===== src/rtl/refill_way_sel.sv =====
// refill_way_sel: victim-way selector for set-associative cache refills.
// Prefers the lowest-index invalid unlocked way. Otherwise it picks a
// pseudo-random unlocked way, scanning upward from the LFSR index.
// The result is held in a one-entry registered slot with valid/ready.
// Optional feature macro: REFILL_WAY_SEL_STATS_EN (per-outcome accept counters).
module refill_way_sel #(
  parameter  int WIDTH    = 8,
  localparam int LogWidth = $clog2(WIDTH)
) (
  input  logic                clk_i,
  input  logic                rst_i,
  input  logic                flush_i,
  input  logic                req_valid_i,
  output logic                req_ready_o,
  input  logic [WIDTH-1:0]    way_valid_i,
  input  logic [WIDTH-1:0]    way_lock_i,
  input  logic [LogWidth-1:0] rnd_way_i,
  output logic                lfsr_en_o,
  output logic                resp_valid_o,
  input  logic                resp_ready_i,
  output logic [WIDTH-1:0]    resp_way_oh_o,
  output logic [LogWidth-1:0] resp_way_bin_o,
  output logic                resp_invalid_o,
  output logic                resp_err_o
`ifdef REFILL_WAY_SEL_STATS_EN
  ,
  output logic [31:0]         stat_invalid_o,
  output logic [31:0]         stat_random_o,
  output logic [31:0]         stat_err_o
`endif
);

  // The way count must be a power of two that the 16-bit LFSR can index.
  if ((WIDTH < 2) || (WIDTH > 16) || ((WIDTH & (WIDTH - 1)) != 0)) begin : g_width_check
    $fatal(1, "refill_way_sel: WIDTH must be a power of two in 2..16");
  end

  logic [WIDTH-1:0]    cand;
  logic [WIDTH-1:0]    free;
  logic [LogWidth-1:0] free_bin;
  logic [LogWidth-1:0] rnd_bin;
  logic [LogWidth-1:0] scan_idx;
  logic [LogWidth-1:0] sel_bin;
  logic [WIDTH-1:0]    sel_oh;
  logic                sel_invalid;
  logic                sel_random;
  logic                sel_err;
  logic                accept;

  // A flush blocks new requests in its cycle; otherwise the slot accepts
  // whenever it is empty or is being drained.
  assign req_ready_o = !flush_i && (!resp_valid_o || resp_ready_i);
  assign accept      = req_valid_i && req_ready_o;

  // Way selection from the accept-cycle inputs: invalid first, then a
  // random scan that wraps modulo WIDTH, else report that every way is locked.
  always_comb begin
    cand        = ~way_lock_i;
    free        = cand & ~way_valid_i;
    free_bin    = '0;
    rnd_bin     = '0;
    scan_idx    = '0;
    sel_bin     = '0;
    sel_oh      = '0;
    sel_invalid = 1'b0;
    sel_random  = 1'b0;
    sel_err     = 1'b0;
    // Descending loops leave the lowest qualifying hit as the final assignment.
    for (int i = WIDTH - 1; i >= 0; i--) begin
      if (free[i]) begin
        free_bin = LogWidth'(i);
      end else begin
        free_bin = free_bin;
      end
    end
    for (int j = WIDTH - 1; j >= 0; j--) begin
      scan_idx = rnd_way_i + LogWidth'(j);
      if (cand[scan_idx]) begin
        rnd_bin = scan_idx;
      end else begin
        rnd_bin = rnd_bin;
      end
    end
    if (|free) begin
      sel_bin     = free_bin;
      sel_invalid = 1'b1;
    end else if (|cand) begin
      sel_bin    = rnd_bin;
      sel_random = 1'b1;
    end else begin
      sel_err = 1'b1;
    end
    if (!sel_err) begin
      sel_oh[sel_bin] = 1'b1;
    end else begin
      sel_oh = '0;
    end
  end

  // The LFSR advances only when a random pick is actually accepted.
  assign lfsr_en_o = accept && sel_random && !rst_i;

  // Response slot: flush beats accept, accept beats drain.
  always_ff @(posedge clk_i or posedge rst_i) begin
    if (rst_i) begin
      resp_valid_o   <= 1'b0;
      resp_way_oh_o  <= '0;
      resp_way_bin_o <= '0;
      resp_invalid_o <= 1'b0;
      resp_err_o     <= 1'b0;
    end else if (flush_i) begin
      resp_valid_o <= 1'b0;
    end else if (accept) begin
      resp_valid_o   <= 1'b1;
      resp_way_oh_o  <= sel_oh;
      resp_way_bin_o <= sel_bin;
      resp_invalid_o <= sel_invalid;
      resp_err_o     <= sel_err;
    end else if (resp_ready_i) begin
      resp_valid_o <= 1'b0;
    end
  end

`ifdef REFILL_WAY_SEL_STATS_EN
  // Saturating per-outcome counters of accepted requests; flush leaves them alone.
  always_ff @(posedge clk_i or posedge rst_i) begin
    if (rst_i) begin
      stat_invalid_o <= 32'd0;
      stat_random_o  <= 32'd0;
      stat_err_o     <= 32'd0;
    end else if (accept) begin
      if (sel_invalid && (stat_invalid_o != 32'hFFFF_FFFF)) begin
        stat_invalid_o <= stat_invalid_o + 32'd1;
      end
      if (sel_random && (stat_random_o != 32'hFFFF_FFFF)) begin
        stat_random_o <= stat_random_o + 32'd1;
      end
      if (sel_err && (stat_err_o != 32'hFFFF_FFFF)) begin
        stat_err_o <= stat_err_o + 32'd1;
      end
    end
  end
`endif

endmodule


===== config.mk =====
export PLATFORM = sky130hd
export DESIGN_NAME = refill_way_sel
export DESIGN_NICKNAME = d
export VERILOG_FILES = /design/src/rtl/refill_way_sel.sv
export SDC_FILE = /design/constraint.sdc
export NUM_CORES = 1
export LEC_CHECK = 0
export CORE_MARGIN = 3
export CORE_UTILIZATION = 35
export DETAILED_ROUTE_END_ITERATION = 6
export PLACE_DENSITY = 0.58
export SLEW_MARGIN = 20
export SYNTH_ARGS = -nofsm -noshare
export SYNTH_HDL_FRONTEND = slang
export SYNTH_SLANG_ARGS = --single-unit

===== constraint.sdc =====
create_clock -name clk_i -period 1.6 [get_ports clk_i]
set_clock_uncertainty 0.15 [all_clocks]
set_input_delay 0.4 -clock clk_i [delete_from_list [all_inputs] [get_ports clk_i]]
set_output_delay 0.4 -clock clk_i [all_outputs]
set_load 0.02 [all_outputs]

Yosys cells after proc, flatten, opt, wreduce, memory -nomap -nowiden
Index checks and enable logic that the tools add are counted.

storage, ports and cells
  word-level logic and storage cells = 84
  register bits = 14

operators by class
  reduce and logical (&&, ||, !) cells = 13
  add/subtract/negate cells = 7
  mux-type cells = 45
  bitwise operators = 4
  order comparisons = 10

operators with widths
  operator             count
  $mux 3               18
  $lt 3x4->1 const B   9
  $bmux 1 s3           8
  $mux 1               17
  $not 8->8            2
  $reduce_or 8->1      2
  $add 3x3->3 const B  4
  $and 8x8->8          1
  $mux 8               1
  $add 3x2->3 const B  2
  $logic_and 1x1->1    5
  $add 3x1->3 const B  1
  $demux 1 s3          1
  $ge 3x1->1 const B   1
  $logic_not 1->1      3
  $reduce_bool 3->1    1
  $reduce_and 2->1     1
  $logic_or 1x1->1     1
  $not 1->1            1

Depth between registers and ports, before layout
Gate-level depths: netlist of the first run.

  depth in word-level cells = 18
  mapped depth = 12
  gate-level depth less buffers = 9

Least setup slack after synthesis of the first run
Ideal clock, no wire load.

  path type = input port to flip-flop
  start point = in rnd_way_i[0]
  end point = reg resp_way_oh_o[1]
  path buffers = 2
  path slack = -1.661 ns
  stages = 10
  data arrival time = 2.990 ns
  library setup time = 0.122 ns
  required time = 1.328 ns
  cell sequence = buf_6 -> buf_2 -> inv_1 -> ha_1 -> mux4_2 -> mux2_4 -> a22o_1 -> and3_4 -> or3_4 -> a32o_1

between the ends
  cells in the longest elaborated chain, start to end = 18
  elaborated cells on any way between the ends = 39

ends and longest elaborated chain
  item                                                            RTL line  text
  from (decl)                                                     17        input logic [LogWidth-1:0] rnd_way_i,
  $add 3x3->3                                                     77        scan_idx = rnd_way_i + LogWidth'(j);
  $bmux 1 s3                                                      78        if (cand[scan_idx]) begin
  $mux 1 (implied by the code)                                    78
  $mux 3 (7 in series)                                            78
  $mux 3 *                                                        78
  $mux 3 *                                                        87        end else if (|cand) begin
  $mux 3 *                                                        84        if (|free) begin
  $lt 3x4->1 (implied by the code) or $ge 3x1->1 (tied branches)  94        sel_oh[sel_bin] = 1'b1;
  $logic_and 1x1->1 (implied by the code)                         94
  $mux 1 (implied by the code)                                    94
  $demux 1 s3 *                                                   94
  $mux 8 *                                                        93        if (!sel_err) begin
  to (signal assigned)                                            115       resp_way_oh_o <= sel_oh;
  to (decl)                                                       21        output logic [WIDTH-1:0] resp_way_oh_o,

Mark *: on every way between the ends. The rest lies on a longest branch, timed or not. The select of a mux whose other input is x is not followed.
A chain may end at the register's enable or synchronous reset.

Worst setup path after layout of the first run
  start point = in rnd_way_i[1]
  end point = reg resp_way_oh_o[1]

Same word-level chain as after synthesis.

==> results of run 1 <==
-- timing repair --
item / in CTS / in global routing
pin swaps: 15 / 20
setup endpoints to repair: 29 / 16
gates cloned: 1 / 1
setup buffers: 8 / 2
resized for setup: 79 / 61
hold buffers: 0 / 0
endpoints found under the hold margin: 0 / 0
-- registers in the layout, summed over array words and instances (netlist names) --
register        cells
resp_err_o          1
resp_way_oh_o       8
resp_valid_o        1
resp_way_bin_o      3
resp_invalid_o      1
-- power by group --
group / switching (mW) / total (mW) / leakage [nW] / internal, mW
Sequential: 0.0217 / 0.421 / 0.185 / 0.399
Combinational: 0.503 / 1.04 / 1.17 / 0.540
Clock: 0.128 / 0.346 / 0.0288 / 0.218
Total: 0.653 / 1.81 / 1.38 / 1.16
-- cell families (layout without fill, tap and decap cells) --
group / count (synthesis) / after routing / share of synthesized area, %
multiplexers: 35 / 35 / 28.6
AO/OA/AOI/OAI: 56 / 56 / 23.1
XOR/XNOR: 2 / 2 / 1.39
adder cells (fa/ha/maj): 2 / 2 / 1.39
AND/OR/NAND/NOR: 61 / 61 / 17.8
flip-flops: 14 / 14 / 19.5
buffers and inverters: 25 / 119 / 8.22
-- synth_stat cells (all sizes together), types with 3 or more instances --
master	number
mux4	11
inv	7
a21oi	8
mux2i	9
a32o	8
nand4	4
mux2	15
nand3	3
or2	3
nand2	17
buf	16
nor3	7
o21ai	10
nor2	14
o22ai	10
dfrtp	14
o221ai	3
-- placed cells by master (no fill, tap or decap), drive strengths merged, types with 3 or more instances in the layout --
cell / Yosys / layout
mux2i: 9 / 9
a21oi: 8 / 8
dlymetal6s2s: 0 / 5
nand4: 4 / 4
nor2: 14 / 14
mux2: 15 / 15
nor3: 7 / 7
o221ai: 3 / 3
or2: 3 / 3
dlygate4sd2: 0 / 19
mux4: 11 / 11
nand3: 3 / 3
o22ai: 10 / 10
dfrtp: 14 / 14
nand2: 17 / 17
clkbuf: 2 / 8
a32o: 8 / 8
o21ai: 10 / 10
buf: 16 / 77
inv: 7 / 7
-- cell type report --
cell class                 instances  area, µm²  area share (%)
sequential                        14        350            11.5
tap                               67       83.8            2.75
inverter                           7       33.8            1.11
multi-input combinational        156       1540            50.6
timing repair buffer             108        985            32.3
clock buffer                       4       55.1            1.80
-- per-layer routing --
metal	GRT usage (%)	vias to the layer above
li1	-	952
met1	23.6	966
met2	33.5	59
met3	1.97	9
met4	7.30	0
met5	0	-
-- worst max-delay path, delay by kind of cell --
kind | cells | cell delay, ns
mux | 2 | 0.85
fa+ha+maj | 1 | 0.29
compound gates | 2 | 0.49
simple gates | 2 | 0.51
buf+inv | 2 | 0.12
-- worst paths after layout --
kind                       depth (start not counted)  slack, ns               from                 to
max                                                9      -1.07       rnd_way_i[1]   resp_way_oh_o[1]
min                                                1       0.32  resp_way_bin_o[1]  resp_way_bin_o[1]
max reg2reg                                        6       0.06       resp_valid_o   resp_way_oh_o[6]
min reg2reg                                        1       0.32  resp_way_bin_o[1]  resp_way_bin_o[1]
max in group asynchronous                          3       0.74              rst_i   resp_way_oh_o[0]
min in group asynchronous                          3       0.39              rst_i  resp_way_bin_o[0]
==> metrics.yaml, run 1 <==
yosys-top-cells-area: "dfrtp_1, mux4_2, mux2_2"
layout.nets: 316
diodes: 0
die_w_um: 77.7
postSynth.asyncResetShare_pct: 100
crit_arrival_ns: 2.65
crit_slowest_cell: "mux4_2"
dieArea_um2: 6030
fmax_ghz: 0.375
gp_congestion: 0.878
cts-root-buf: "clkbuf_8"
hpwl_um: 4380
start_util_pct: 37.1
synth-edff-count: 0
ant_nets: 0
fin_crit_sh_pct: 167
routedWlPerCell_um: 16.7
setup_ws_ns: -1.07
clk_pin_slew_worst_paths_ns: 0.06
drive_above_1_share_pct: 51.6
tns_ns: -11.35
synth_flop_cell: "dfrtp_1"
ys_types: 57
min-delay-path-class: "reg2reg"
num_vias: 1986
port_buffers: 39
cp_cell_sequence: "buf_8, inv_4, ha_4, mux4_2, mux2_4, a22o_1, and3_4, or3_4, a32o_1"
htreeDepth: 1
synth_area_um2: 1800
antenna_found_initial: 0
outcome: "finished, violations left"
clk_path_buf_depth: 2
cp-start-kind: "input port"
ir_drop_v: 0.000266
worst_hold_slack_ns: 0.324
track_usage_pct: 19.0
slew_headroom_pct: 76.6
fillers: 408
place_area_um2: 2690
drtIter0Drc: 66
wl_met3_um: 246
syn_inst: 195
design.core.area_um2: 4850
cp-end-kind: "flop"
dr.max_layer_used: "met4"
dp_slack_ns: -1.82
grt_pass1_vias: 1954
powerDensity_nw_per_um2: 594
ys_seq_area_share_pct: 19.5
dp_cells: 340
grt_first_pass_wirelength_um: 9340
route.met2.wl_um: 3070
cts_buffers: 3
drc: 0
p_leak_nw: 1.38
cap_violations: 0
rsz0062_at_grt: "true"
cts.sinks: 14
firstDrtPassIters: 4
violations: "setup timing"
synth_top_area_share_pct: 19.5
ys_ff_latch: 14
crit_type: "in2reg"
met1_length_um: 2530
synth_top_cell_by_area: "dfrtp_1"
required_ns: 1.58
avgSynthCellArea_um2: 9.21
syn-num-nets: 221
fp-row-count: 25
final_cell_area_um2: 3050
crit_fanout: 5
grt_start_max_net_pins: 18
gr-total-overflow: 0
cts_tree: "done"
synth_warnings: 0
tightest_slew_ns: 0.350
power_mw: 1.81
hold_viol: 0
pin_count: 40
final_cells: 356
area_growth_pct: 69.8
fin_crit_ns: 2.67
critPathMaxStageDelay_ns: 0.55
finalSetupViolCount: 13
fin_util_pct: 62.9
wirelength_um: 5940
die_h_um: 77.7
slew_viol_final: 0
viasPerCell: 5.58
clk_latency_ns: 0.24
No activity file was read; power rests on OpenSTA's default activity.
==> run 2, diff against run 1 <==
Settings changed: PLACE_DENSITY 0.58 to 0.56, SKIP_CTS_REPAIR_TIMING set to 1, TNS_END_PERCENT set to 20.
Clock period 1.6 ns to 3.5 ns, I/O delays scaled along.
==> metrics.yaml, run 2 (synthesis gave the netlist of run 1 again) <==
outcome: "finished clean"
fin_util_pct: 54.2
drc: 0
num_vias: 1871
grt_pass1_vias: 1783
most-common-layout-cells: "buf_4, clkdlybuf4s50_1, nand2_1, nor2_1, dfrtp_1"
dieArea_um2: 6030
cp-end-kind: "flop"
tightest_slew_ns: 0.531
slew_headroom_pct: 64.5
htreeDepth: 1
crit_fanout: 7
viasPerCell: 5.52
largestRegisters: "resp_way_oh_o x8, resp_way_bin_o x3"
min-delay-path-class: "reg2reg"
cap_violations: 0
fin_crit_sh_pct: 97.5
rsz0062_at_grt: "false"
cts_tree: "done"
track_usage_pct: 18.1
die_w_um: 77.7
fillers: 467
area_growth_pct: 46.2
crit_type: "in2reg"
drive_above_1_share_pct: 33.8
p_int_mw: 0.502
setup_ws_ns: 0.0858
grt_first_pass_wirelength_um: 8910
p_leak_nw: 1.16
ant_nets: 0
clock_power_share_pct: 20.4
clk_path_buf_depth: 2
fp-row-count: 25
gr-total-overflow: 0
largest-register: "resp_way_oh_o"
routedWlPerCell_um: 15.8
cts.sinks: 14
finalSetupViolCount: 0
clk_pin_slew_worst_paths_ns: 0.06
fin_crit_ns: 3.41
p_switching_mw: 0.261
seqPwrFrac_pct: 25.3
port_buffers: 39
firstDrtPassIters: 4
fmax_ghz: 0.293
powerDensity_nw_per_um2: 291
hold_viol: 0
cts-root-buf: "clkbuf_8"
diodes: 0
drtIter0Drc: 64
hpwl_um: 4410
cts_buffers: 3
power_frac_comb_pct: 54.3
slew_viol_final: 0
power_mw: 0.763
tns_ns: 0
crit_arrival_ns: 3.40
grt_start_max_net_pins: 18
start_util_pct: 37.1
clk_latency_ns: 0.24
ir_drop_v: 0.000126
design.core.area_um2: 4850
wirelength_um: 5350
switching_share_pct: 34.2
antenna_found_initial: 0
required_ns: 3.48
layout_commonest_cell: "buf_4"
cp-start-kind: "input port"
dp_slack_ns: -0.358
pin_count: 40
gp_congestion: 0.898
layout.nets: 299
die_h_um: 77.7
largest_reg_flops: 8
## run 2: cell types whose count changed in the layout (fill, tap and decap cells not counted), moves of 4 or more
cell,change
dlygate4sd2_1,-19
o22ai_2,-4
clkdlybuf4s50_1,+29
buf_6,-15
o22ai_1,+7
## run 2: cell type report
class                   instances  area [µm²]  area share [%]
repair buffers                 91         797            30.3
multi-input cells             156        1310            49.9
flip-flops and latches         14         350            13.3
clock buffers                   4        55.1            2.10
inverters                       7        28.8            1.10
well taps                      67        83.8            3.19
## run 2: power groups by stage
stage | registers, mW | clock network (mW) | logic (mW)
final | 0.193 | 0.156 | 0.414
after global routing | 0.197 | 0.166 | 0.449
after CTS | 0.194 | 0.158 | 0.413
after detailed placement | 0.197 | 0 | 0.412
after global placement | 0.197 | 0 | 0.411
after floorplan | 0.222 | 0 | 0.214
## run 2: worst paths after layout
path                                   startpoint                 to  slack [ns]  cells past startpoint
worst max-delay path                way_lock_i[1]   resp_way_oh_o[5]        0.09                      8
worst min-delay path            resp_way_bin_o[1]  resp_way_bin_o[1]        0.32                      1
worst max register to register       resp_valid_o   resp_way_oh_o[5]        1.83                      5
worst min register to register  resp_way_bin_o[1]  resp_way_bin_o[1]        0.32                      1
max in group asynchronous                   rst_i  resp_way_bin_o[2]        1.98                      2
min in group asynchronous                   rst_i   resp_way_oh_o[3]        0.86                      2
## run 2: routing by layer
layer	GRT usage (%)	vias to the layer above	routed length [µm]
li1	-	918	-
met1	24.3	888	2440
met2	30.7	56	2620
met3	1.39	9	190
met4	5.34	0	97
met5	0	-	0
## run 2: critical path, cell delays in order
cell and delay (ns):
clkdlybuf4s50_1 0.49, buf_4 0.20, mux4_2 0.50, mux2_4 0.29
a22o_1 0.21, and3_4 0.17, or3_4 0.40, a32o_1 0.25
## run 2: through the flow
| stage | hold WS [ns] | instance area (µm²) | instances |
|---|---|---|---|
| 3_3_place_gp | 0.308 | 2550 | 334 |
| 2_1_floorplan | 0.440 | 1840 | 195 |
| 4_1_cts | 0.329 | 2600 | 338 |
| 6_report | 0.325 | 2630 | 339 |
| 5_1_grt | 0.353 | 2630 | 339 |
| 3_5_place_dp | 0.315 | 2550 | 334 |
==> run 3, diff against run 2 <==
Settings changed: CORE_ASPECT_RATIO set to 1.2.
==> metrics.yaml, run 3 (synthesis gave the netlist of run 1 again) <==
min-delay-path-class: "reg2reg"
ant_nets: 0
track_usage_pct: 18.8
crit_type: "in2reg"
place_area_um2: 2510
fp-row-count: 27
die_w_um: 71.4
largestRegisters: "resp_way_oh_o x8, resp_way_bin_o x3"
fin_crit_sh_pct: 97.9
final_cell_area_um2: 2620
cts_buffers: 3
rrSetupSlack_ns: 1.84
diodes: 0
antenna_found_initial: 0
largest-register: "resp_way_oh_o"
rsz0062_at_grt: "false"
area_growth_pct: 45.6
htreeDepth: 1
dp_cells: 321
tightest_slew_ns: 0.522
clk_latency_ns: 0.24
grt_pass1_vias: 1942
crit_arrival_ns: 3.41
ff2ff_path_depth: 5
r2r-end: "resp_way_oh_o[0]"
cts.sinks: 14
most-common-layout-cells: "buf_4, clkdlybuf4s50_1, nand2_1, nor2_1, dfrtp_1"
cts-root-buf: "clkbuf_8"
start_util_pct: 37.7
drive_above_1_share_pct: 34.1
finalSetupViolCount: 0
rr_startpoint: "resp_valid_o"
cp-start-kind: "input port"
tns_ns: 0
firstDrtPassIters: 4
drc: 0
cp-end-kind: "flop"
dieArea_um2: 6030
layout_commonest_cell: "buf_4"
viasPerCell: 5.87
clk_path_buf_depth: 2
die_h_um: 84.5
whs_endpoint: "resp_invalid_o"
layout.nets: 294
hold_viol: 0
outcome: "finished clean"
fmax_ghz: 0.292
largest_reg_flops: 8
gp_congestion: 0.932
wirelength_um: 5590
hpwl_um: 4700
required_ns: 3.48
port_buffers: 39
cts_tree: "done"
whs_path_depth: 2
crit_fanout: 9
cap_violations: 0
clk_pin_slew_worst_paths_ns: 0.06
grt_start_max_net_pins: 20
slew_viol_final: 0
grt_first_pass_wirelength_um: 9250
fin_util_pct: 54.9
powerDensity_nw_per_um2: 290
min_from: "resp_invalid_o"
power_mw: 0.759
final_cells: 325
num_vias: 1909
pin_count: 40
design.core.area_um2: 4760
drtIter0Drc: 70
p_leak_nw: 1.15
routedWlPerCell_um: 17.2
slew_headroom_pct: 65.2
ir_drop_v: 0.0000976
gr-total-overflow: 0
fin_crit_ns: 3.43
run 3: changes by cell type in the layout (fill, tap and decap cells not counted), sizes merged:
cell / change
buf: -5
dlymetal6s2s: +1
clkbuf: -1
run 3: critical path: stages:
cell and delay [ns]:
clkdlybuf4s50_1 0.44, buf_4 0.19, mux4_2 0.53, o221ai_2 0.20
o21ai_0 0.11, a221o_1 0.32, a211o_1 0.31, and2_4 0.18
a32o_1 0.25
run 3: metrics by stage:
stage,worst slack [ns],hold slack [ns]
floorplan,0.00139,0.440
global placement,-0.319,0.309
detailed placement,-0.382,0.323
CTS,-0.319,0.336
global route,0.00262,0.349
finish,0.0734,0.324
run 3: final cells by class:
type	instances	area, µm²
Fill cell	423	2150
Timing Repair Buffer	86	771
Sequential cell	14	350
Inverter	7	28.8
Clock buffer	4	55.1
Tap cell	58	72.6
Multi-Input combinational cell	156	1340
run 3: how the worst max path moves through the flow:
| stage | to | slack, ns | startpoint |
|---|---|---|---|
| detailed placement | resp_way_oh_o[1] | -0.38 | rnd_way_i[0] |
| global route | resp_way_oh_o[4] | 0.003 | way_lock_i[1] |
| global placement | resp_way_oh_o[1] | -0.32 | rnd_way_i[0] |
| floorplan | resp_way_oh_o[1] | 0.001 | rnd_way_i[1] |
| CTS | lfsr_en_o | -0.32 | way_lock_i[7] |
| finish | resp_way_oh_o[4] | 0.07 | way_lock_i[1] |
run 3: metal layers:
| metal | GRT usage, % | part of all wire [%] | vias to the layer above | routed length, µm |
|---|---|---|---|---|
| met5 | 0 | 0 | - | 0 |
| met4 | 9.91 | 5.3 | 0 | 297 |
| met3 | 2.16 | 4.3 | 25 | 242 |
| met2 | 33.6 | 51 | 66 | 2860 |
| met1 | 21.4 | 39 | 910 | 2190 |
| li1 | - | - | 908 | - |
run 3: power by group:
part / switching, mW / internal, mW / total (mW)
sequential: 0.0107 / 0.183 / 0.193
clock: 0.0534 / 0.0995 / 0.153
combinational: 0.198 / 0.215 / 0.413
